--- src/rtl/pipe_stage_regs.sv ---
// Fetch PC, IF/ID and ID/EX pipeline registers with hazard stall/flush
// control and saturating stall/flush event counters.
//
// Ports:
//   clk, reset        rising-edge clock, synchronous active-high reset
//   PCNextF           next fetch PC; PCF is the fetch PC register
//   InstrF, PCPlus4F  fetch-side values captured into IF/ID
//   StallF, StallD    hold PC / IF/ID on the current edge
//   FlushD, FlushE    squash IF/ID / ID/EX on the current edge
//   Rs1D..MemWriteD   decode-side fields captured into ID/EX
//   CntClr            clear both event counters
//   *D, *E outputs    IF/ID and ID/EX register contents
//   StallCnt/FlushCnt saturating counts of StallF / FlushD edges
module pipe_stage_regs #(
  parameter logic [31:0] RESET_PC  = 32'h0000_0000,
  parameter logic [31:0] NOP_INSTR = 32'h0000_0013,
  parameter int          CNT_W     = 16
) (
  input  logic             clk,
  input  logic             reset,
  input  logic [31:0]      PCNextF,
  input  logic [31:0]      InstrF,
  input  logic [31:0]      PCPlus4F,
  input  logic             StallF,
  input  logic             StallD,
  input  logic             FlushD,
  input  logic             FlushE,
  input  logic [4:0]       Rs1D,
  input  logic [4:0]       Rs2D,
  input  logic [4:0]       RdD,
  input  logic             RegWriteD,
  input  logic             ResultSrcD0,
  input  logic             MemWriteD,
  input  logic             CntClr,
  output logic [31:0]      PCF,
  output logic [31:0]      InstrD,
  output logic [31:0]      PCD,
  output logic [31:0]      PCPlus4D,
  output logic             ValidD,
  output logic [4:0]       Rs1E,
  output logic [4:0]       Rs2E,
  output logic [4:0]       RdE,
  output logic             RegWriteE,
  output logic             ResultSrcE0,
  output logic             MemWriteE,
  output logic             ValidE,
  output logic [31:0]      PCE,
  output logic [31:0]      PCPlus4E,
  output logic [CNT_W-1:0] StallCnt,
  output logic [CNT_W-1:0] FlushCnt
);

  always_ff @(posedge clk) begin
    if (reset) begin
      PCF <= RESET_PC;
    end else if (!StallF) begin
      PCF <= PCNextF;
    end
  end

  // Flush takes priority over stall.
  always_ff @(posedge clk) begin
    if (reset || FlushD) begin
      InstrD   <= NOP_INSTR;
      PCD      <= '0;
      PCPlus4D <= '0;
      ValidD   <= 1'b0;
    end else if (!StallD) begin
      InstrD   <= InstrF;
      PCD      <= PCF;
      PCPlus4D <= PCPlus4F;
      ValidD   <= 1'b1;
    end
  end

  // Control bits are gated by ValidD so an invalid slot entering EX
  // can never write the register file or memory.
  always_ff @(posedge clk) begin
    if (reset || FlushE) begin
      Rs1E        <= '0;
      Rs2E        <= '0;
      RdE         <= '0;
      RegWriteE   <= 1'b0;
      ResultSrcE0 <= 1'b0;
      MemWriteE   <= 1'b0;
      ValidE      <= 1'b0;
      PCE         <= '0;
      PCPlus4E    <= '0;
    end else begin
      Rs1E        <= Rs1D;
      Rs2E        <= Rs2D;
      RdE         <= RdD;
      RegWriteE   <= RegWriteD & ValidD;
      ResultSrcE0 <= ResultSrcD0 & ValidD;
      MemWriteE   <= MemWriteD & ValidD;
      ValidE      <= ValidD;
      PCE         <= PCD;
      PCPlus4E    <= PCPlus4D;
    end
  end

  always_ff @(posedge clk) begin
    if (reset || CntClr) begin
      StallCnt <= '0;
      FlushCnt <= '0;
    end else begin
      if (StallF && (StallCnt != '1)) begin
        StallCnt <= StallCnt + CNT_W'(1);
      end
      if (FlushD && (FlushCnt != '1)) begin
        FlushCnt <= FlushCnt + CNT_W'(1);
      end
    end
  end

endmodule

--- config.mk ---
export PLATFORM = sky130hd
export DESIGN_NAME = pipe_stage_regs
export DESIGN_NICKNAME = d
export VERILOG_FILES = /design/src/rtl/pipe_stage_regs.sv
export SDC_FILE = /design/constraint.sdc
export NUM_CORES = 1
export LEC_CHECK = 0
export ABC_AREA = 1
export CAP_MARGIN = 20
export CORE_UTILIZATION = 35
export CTS_BUF_LIST = sky130_fd_sc_hd__clkbuf_2
export DETAILED_ROUTE_END_ITERATION = 7
export PLACE_DENSITY = 0.69
export RECOVER_POWER = 50
export REMOVE_ABC_BUFFERS = 1
export SLEW_MARGIN = 30
export SYNTH_ARGS = -nofsm -noshare
export SYNTH_HDL_FRONTEND = slang
export SYNTH_SLANG_ARGS = --single-unit
--- constraint.sdc ---
create_clock -name clk -period 1.8 [get_ports clk]
set_input_delay 0.18 -clock clk [delete_from_list [all_inputs] [get_ports clk]]
set_output_delay 0.18 -clock clk [all_outputs]
set_load 0.02 [all_outputs]
After elaboration in Yosys (flattened, before gate mapping)
Cells that the tools add are included.
- register bits after elaboration: 244
- input port bits: 121
- output and inout port bits: 244
- logic and storage cells: 28
- add/sub/neg operators: 2
- eq/ne operators: 2
- bitwise gates (word level): 3
- reductions and logical operators: 5
- operators with widths (operator ; number):
    $add 16x1->16 const B ; 2
    $ne 16x16->1 const B ; 2
    $and 1x1->1 ; 3
    $logic_or 1x1->1 ; 3
    $logic_and 1x1->1 ; 2

Depth between registers and ports, before layout
Gate-level depths: netlist of run 1.
- word-level depth: 2
- depth in mapped cells: 9
- depth with buffers taken out: 9

Worst setup path before layout of run 1
No wires, ideal clock.
- path type: reg-to-reg
- start point: reg FlushCnt[0]
- end point: reg FlushCnt[14]
- setup time: 0.115 ns
- arrival time: 1.363 ns
- data required time: 1.685 ns
- slack: 0.322 ns
- stages on the path, launching flop included: 8
- path buffers: 1
- clock period less this slack: 1.478 ns
- cell sequence: dfxtp_1 -> ha_1 -> inv_1 -> nor2_1 -> nand4_2 -> buf_4 -> a21oi_1 -> nor2_1
- cells in the longest elaborated chain, start to end: 2
- elaborated cells between the ends (all ways): 3
- those cells by class: add/sub: 1; eq/ne: 1; reduce/logical: 1
- RTL lines (what ; RTL line ; RTL):
    start: declaration ; 50 ; output logic [CNT_W-1:0] FlushCnt
    start signal: assignment ; 111 ; FlushCnt <= FlushCnt + CNT_W'(1);
    branches (longest 2 deep; another with $add 16x1->16) ; n/a ;
Parallel ways; which one is timed is not known.
A chain may end at the register's enable or synchronous reset.

Final worst setup path of run 1
- start point: reg PCF[15]
- end point: out PCF[15]
- RTL lines (what ; RTL line ; RTL):
    start: declaration ; 35 ; output logic [31:0] PCF,
    start signal: assignment ; 57 ; PCF <= PCNextF;
No word-level cell between the ends.

==> flow_summary.json, run 1 <==
{
  "r2r_slack_ns": 0.16,
  "status": "finished clean",
  "viasPerCell": 4.54,
  "vias": 8758,
  "static-leakage-power_nw": 6.30,
  "number_of_buffer_cells_added_on_primary_ports": 364,
  "final.setup.worst_slack_ns": 0.114,
  "crit_path_max_fanout": 3,
  "synth-adder-area-share_pct": 0.299,
  "worst_ir_drop_vdd_uv": 329,
  "yosys.area_share.xor_xnor_pct": 0,
  "root_buffer": "clkbuf_2",
  "grt_antenna_before_repair": 0,
  "share_of_final_layout_standard_cells_stronger_than_drive_strength_1_pct": 10.9,
  "detail_route.first_pass.iterations": 4,
  "synth.yosys.warnings": 0,
  "route.detailed.drc": 0,
  "crit_path_end_kind": "primary output",
  "critPathLaunchType": "register",
  "r2r-start": "StallCnt[0]$_SDFFE_PP0P_",
  "main_combinational_cell_family_by_area_after_synthesis": "simple AND/OR/NAND/NOR gates",
  "timing.final.max_slew_violations": 0,
  "cts_bufs_inserted": 67,
  "final.fill_count": 2168,
  "final_cell_area_mm2": 0.0137,
  "ant_nets": 0,
  "synthToLayoutAreaGrowth_pct": 64.2,
  "worstMarginPinSlew_ns": 1.16,
  "fp.coreArea_mm2": 0.0235,
  "number_of_buffers_on_the_longest_clock_path": 3,
  "design.die.area_mm2": 0.0245,
  "synth.cell_area_mm2": 0.00837,
  "chipHeight_um": 157,
  "cp.required_ns": 1.62,
  "power_frac_comb_pct": 12.7,
  "r2r.worst_path.cells": 6,
  "timing_startpoint_of_the_critical_path": "PCF[15]$_SDFFE_PP0N_",
  "overflow": 0,
  "grt_util_all_layers_pct": 22.5,
  "antenna-diode-count": 0,
  "worst_r2r_endpoint": "StallCnt[7]$_SDFFE_PP0P_",
  "synth-seq-cells": 244,
  "report.final.setup_viol": 0,
  "post_synth_inst_count": 1056,
  "synth_top_area_cell": "dfxtp_1",
  "min_to": "PCF[11]$_SDFFE_PP0N_",
  "fin_hold_viols": 0,
  "final_min_period_over_clock_period_pct": 93.6,
  "row_count": 56,
  "synthesized_area_fraction_occupied_by_and_or_nand_nor_cells_pct": 20.9,
  "min_period_ns": 1.69,
  "slew_headroom_pct": 22.9,
  "routabilityCongestion": 0.880,
  "yosysUniqueCellTypes": 22,
  "power_density_mw_per_mm2": 801,
  "critical_path.top_delay_family": "flip-flops",
  "avgRoutedWirePerCell_um": 14.5,
  "power.net_switching_mw": 3.06,
  "multiplexer_area_fraction_after_synthesis_pct": 0,
  "total_power_mw": 11.0,
  "worst_skew_pair.late_latency_ns": 0.77,
  "hold_class": "in -> reg",
  "crit_path_cell_trace": "clkdlybuf4s15_1",
  "h_tree_depth_reported_by_cts": 3,
  "worst_hold_start": "PCNextF[11]",
  "design.final.nets": 1687,
  "yosysSeqAreaShare_pct": 58.4,
  "drt_wl_total_um": 27900,
  "dpl.hpwl_um": 18700,
  "crit_cells": 1,
  "worstHoldPathCells": 3,
  "internal_power_mw": 7.93,
  "postSynthAreaPerCell_um2": 7.92,
  "fin_setup_tns_ns": 0,
  "fmaxAchievable_ghz": 0.593,
  "crit_path_max_incr_delay_ns": 0.40,
  "cts_post_setup_buffers_inserted": 0,
  "path_class": "reg -> out",
  "post_synth_main_area_contributors": "dfxtp_1 58%, nor2_1 10%, nand2_1 7.1%, a21oi_1 6.7%, o21ai_0 5.6%",
  "post-synth-top-area-fraction_pct": 58.4,
  "crit_path_top_delay_cell": "dfxtp_1",
  "max_cap_viol_count": 0,
  "cts_num_sinks": 244,
  "rsz_0062_raised_after_global_routing": "false",
  "grt_pass1_wl_um": 43500,
  "clk_pin_slew_worst_paths_ns": 0.10,
  "die_x_um": 157,
  "drt-initial-drc-count": 392,
  "sequentialPowerShare_pct": 51.4,
  "largest_net_degree_at_the_start_of_global_routing": 108,
  "post_synthesis_compound_gate_area_fraction_pct": 12.7,
  "floorplan.io_pins": 365,
  "netSwitchingFraction_pct": 27.9,
  "cts_tree": "yes",
  "worst-endpoint-arrival_ns": 1.51,
  "starting_utilization_of_the_core_area_pct": 35.6,
  "finClkSkew_ns": 0.0722,
  "place_area_mm2": 0.0124,
  "p_clk_share_pct": 35.8,
  "worstPathBufferInverterCount": 1,
  "vias_in_the_first_global_route": 8661,
  "placement.setup.worst_slack_ns": 0.171
}
-- flip-flops by register name (all words and copies together) (netlist names) --
name / cells
RegWriteE: 1
PCPlus4D: 32
PCF: 32
StallCnt: 16
ValidE: 1
PCD: 32
MemWriteE: 1
PCE: 32
Rs1E: 5
ValidD: 1
InstrD: 32
ResultSrcE0: 1
FlushCnt: 16
RdE: 5
Rs2E: 5
PCPlus4E: 32
-- how the worst max path moves through the flow --
stage               slack [ns]                        end
finish                    0.11                    PCF[15]
global route             0.002                    PCD[22]
CTS                      0.002               StallCnt[13]
detailed placement        0.17  PCPlus4D[29]$_SDFFE_PP0N_
global placement          0.23  PCPlus4D[15]$_SDFFE_PP0N_
floorplan                -0.26    InstrD[10]$_SDFFE_PP0N_
-- kinds of logic (layout without fill, tap and decap cells) --
family | after synthesis | after routing
and+or+nand+nor | 437 | 437
AOI/OAI and AO/OA | 211 | 211
DFF | 244 | 244
buffers and inverters | 162 | 714
adders and majority gates | 2 | 2
-- power groups by stage --
| stage | combinational [mW] | clock, mW | sequential (mW) |
|---|---|---|---|
| after floorplan | 0.283 | 0 | 5.99 |
| after global placement | 1.32 | 0 | 5.78 |
| after detailed placement | 1.33 | 0 | 5.79 |
| after CTS | 1.43 | 4.11 | 5.66 |
| after global routing | 1.52 | 4.38 | 5.68 |
| final | 1.40 | 3.94 | 5.66 |
-- cell usage in the layout (no fill, tap or decap), drive strengths merged, types with 2 or more instances in the layout --
master	count
dfxtp	244
nor2	241
dlygate4sd2	198
nand2	160
clkdlybuf4s50	117
clkbuf	117
a21oi	112
dlygate4sd3	112
inv	107
o21ai	98
nand3	31
clkdlybuf4s15	30
buf	15
clkinv	14
nand4	3
ha	2
clkinvlp	2
bufinv	2
-- stage by stage --
stage	hold WS [ns]	util [%]	std cells
after floorplan	0.272	-	1000
after CTS	0.00116	59.1	1927
after global routing	0.0379	58.5	1927
after detailed placement	0.441	52.8	1703
final	0.101	58.5	1927
after global placement	0.439	52.8	1703
-- cell type report --
| type | instances | area (um^2) | area share, % |
|---|---|---|---|
| Clock buffer | 94 | 470 | 3.42 |
| Timing Repair Buffer | 495 | 4600 | 33.5 |
| Sequential cell | 244 | 4900 | 35.7 |
| Tap cell | 319 | 399 | 2.91 |
| Inverter | 106 | 398 | 2.90 |
| Multi-Input combinational cell | 650 | 2830 | 20.6 |
| Clock inverter | 19 | 139 | 1.01 |
-- what timing repair did --
item                       CTS  global route
hold endpoints to repair   137             0
gates resized for setup    308            28
hold buffers               111             0
setup endpoints to repair  244            26
pin swaps                    0             0
-- synthesized netlist by cell type --
cell      instances
a21boi_1          1
nor2_1          233
nand3_1          31
buf_1             4
clkbuf_1         30
ha_1              2
buf_2            19
o21ai_1           4
nor2_4            4
o21ai_0          94
nand2_2           2
dfxtp_1         244
or2_2             1
nor3_1            1
nand4_1           1
buf_6             2
inv_1           106
nand2_1         158
nor2_2            4
buf_4             1
a21oi_1         112
nand4_2           2
-- per-layer routing --
layer	routed length (um)	global-route usage, %	up-vias
met3	2230	6.70	71
met5	0	0	-
met4	952	11.3	0
met1	11300	25.2	4002
met2	13400	38.8	323
li1	-	-	4362
(Power assumes the default switching activity.)
==> run 2, diff against run 1 <==
==> constraint.sdc (replaced) <==
create_clock -name clk -period 1.8 [get_ports clk]
set_input_delay 0.36 -clock clk [delete_from_list [all_inputs] [get_ports clk]]
set_output_delay 0.36 -clock clk [all_outputs]
set_load 0.02 [all_outputs]
==> run 2 against run 1 <==
Critical path depth is the same. Cell count fell by 5.3%. Largest cell class unchanged. Largest power group unchanged. Combinational power decreased by 14%. Worst setup slack better by 0.0039 ns. Count of clock-buffer cells in the layout up 1.
==> flow_summary.json, run 2 (synthesis gave the netlist of run 1 again) <==
{
  "vias": 8197,
  "hold_class": "in -> reg",
  "max_cap_viol_count": 0,
  "final_cell_area_mm2": 0.0120,
  "crit_path_max_incr_delay_ns": 0.33,
  "floorplan.io_pins": 365,
  "starting_utilization_of_the_core_area_pct": 35.6,
  "cts_tree": "yes",
  "grt_antenna_before_repair": 0,
  "report.final.setup_viol": 0,
  "fin_hold_viols": 0,
  "timing.final.max_slew_violations": 0,
  "viasPerCell": 4.49,
  "routed-wl-met3_um": 2100,
  "min_period_ns": 1.68,
  "route.detailed.drc": 0,
  "r2r.worst_path.cells": 9,
  "worstPathBufferInverterCount": 1,
  "cts_num_sinks": 244,
  "rsz_0062_raised_after_global_routing": "false",
  "path_class": "reg -> out",
  "most-common-layout-cells": "234 x nor2_1, 222 x buf_2, 208 x dfxtp_1",
  "worst_ir_drop_vdd_uv": 358,
  "die_x_um": 157,
  "number_of_buffer_cells_added_on_primary_ports": 364,
  "crit_path_end_kind": "primary output",
  "power_density_mw_per_mm2": 869,
  "row_count": 56,
  "fmaxAchievable_ghz": 0.595,
  "wl_met1_um": 11200,
  "grt_pass1_wl_um": 41100,
  "detail_route.first_pass.iterations": 6,
  "critPathLaunchType": "register",
  "commonest_non_fill_non_tap_cell_in_the_layout": "nor2_1",
  "final_min_period_over_clock_period_pct": 93.4,
  "crit_path_cell_trace": "clkdlybuf4s15_2",
  "root_buffer": "clkbuf_2",
  "crit_path_max_fanout": 2,
  "status": "finished clean",
  "overflow": 0,
  "cts_bufs_inserted": 66,
  "worst_skew_pair.late_latency_ns": 0.78,
  "design.final.nets": 1593,
  "dpl.hpwl_um": 18600,
  "worst-endpoint-arrival_ns": 1.32,
  "r2r_slack_ns": 0.18,
  "share_of_final_layout_standard_cells_stronger_than_drive_strength_1_pct": 27.3,
  "antenna-diode-count": 0,
  "crit_cells": 1,
  "critical_path.top_delay_family": "flip-flops",
  "number_of_buffers_on_the_longest_clock_path": 3,
  "cts_post_setup_buffers_inserted": 0,
  "worstMarginPinSlew_ns": 0.703,
  "h_tree_depth_reported_by_cts": 3,
  "cp.required_ns": 1.44,
  "avgRoutedWirePerCell_um": 14.6,
  "fp.coreArea_mm2": 0.0235,
  "crit_path_top_delay_cell": "dfxtp_1",
  "static-leakage-power_nw": 5.47,
  "design.die.area_mm2": 0.0245,
  "largest_net_degree_at_the_start_of_global_routing": 105,
  "drt_wl_total_um": 26700,
  "slew_headroom_pct": 53.1,
  "worstHoldPathCells": 3,
  "utilization_pct": 51.1,
  "chipHeight_um": 157,
  "routed.top_layer": "met4",
  "finClkSkew_ns": 0.0668,
  "clk_pin_slew_worst_paths_ns": 0.10,
  "synthToLayoutAreaGrowth_pct": 43.4,
  "drt-initial-drc-count": 345,
  "vias_in_the_first_global_route": 7819,
  "grt_util_all_layers_pct": 21.6,
  "ant_nets": 0,
  "routabilityCongestion": 0.855,
  "place_area_mm2": 0.0124,
  "routed-wl-met2_um": 12700
}
-- run 2: layout make-up --
cell class	count	area, um^2
Tap cell	319	399
Clock inverter	9	41.3
Sequential cell	244	4950
Inverter	106	398
Timing Repair Buffer	402	2910
Fill cell	2387	11500
Multi-Input combinational cell	650	2820
Clock buffer	95	475
-- run 2: where the power goes --
part	switching (mW)	internal [mW]	leakage, nW
Clock	2.18	1.38	0.414
Sequential	0.0883	5.56	2.01
Combinational	0.685	0.527	3.05
Total	2.95	7.47	5.47
-- run 2: layer usage --
metal	global-route usage, %	vias to the layer above
li1	-	4161
met1	24.8	3704
met2	36.8	283
met3	6.87	49
met4	9.57	0
met5	0	-
-- run 2: stage by stage --
stage | hold WS [ns] | setup WS (ns) | total power, mW | setup TNS (ns) | instances
after detailed placement | 0.440 | -0.0297 | 7.14 | -0.0813 | 1702
after CTS | 0.00500 | 0.00131 | 10.6 | 0 | 1825
after global routing | 0.0524 | 0.0000356 | 11.0 | 0 | 1825
after floorplan | 0.452 | -0.444 | 6.27 | -13.31 | 1000
final | 0.129 | 0.118 | 10.4 | 0 | 1825
after global placement | 0.439 | 0.0566 | 7.12 | 0 | 1702
-- run 2: worst register-to-register path, delay by kind of cell (launching register included) --
kind / cells / cell delay (ns)
and+or+nand+nor: 7 / 0.93
DFF: 1 / 0.39
adders and majority gates: 1 / 0.18
buffers and inverters: 1 / 0.05
-- run 2: worst paths after layout --
| path | start | to |
|---|---|---|
| worst min register to register | PCD[19]$_SDFFE_PP0N_ | PCE[19]$_SDFF_PP0_ |
| worst max register to register | StallCnt[0]$_SDFFE_PP0P_ | StallCnt[1]$_SDFFE_PP0P_ |
| worst min-delay path | MemWriteD | MemWriteE$_SDFF_PP0_ |
| worst max-delay path | PCD[19]$_SDFFE_PP0N_ | PCD[19] |
-- run 2: repair_timing --
action | CTS | global route
endpoints found under the hold margin | 30 | 0
endpoints found under the setup margin | 244 | 21
hold buffers | 19 | 0
resized for setup | 1019 | 21
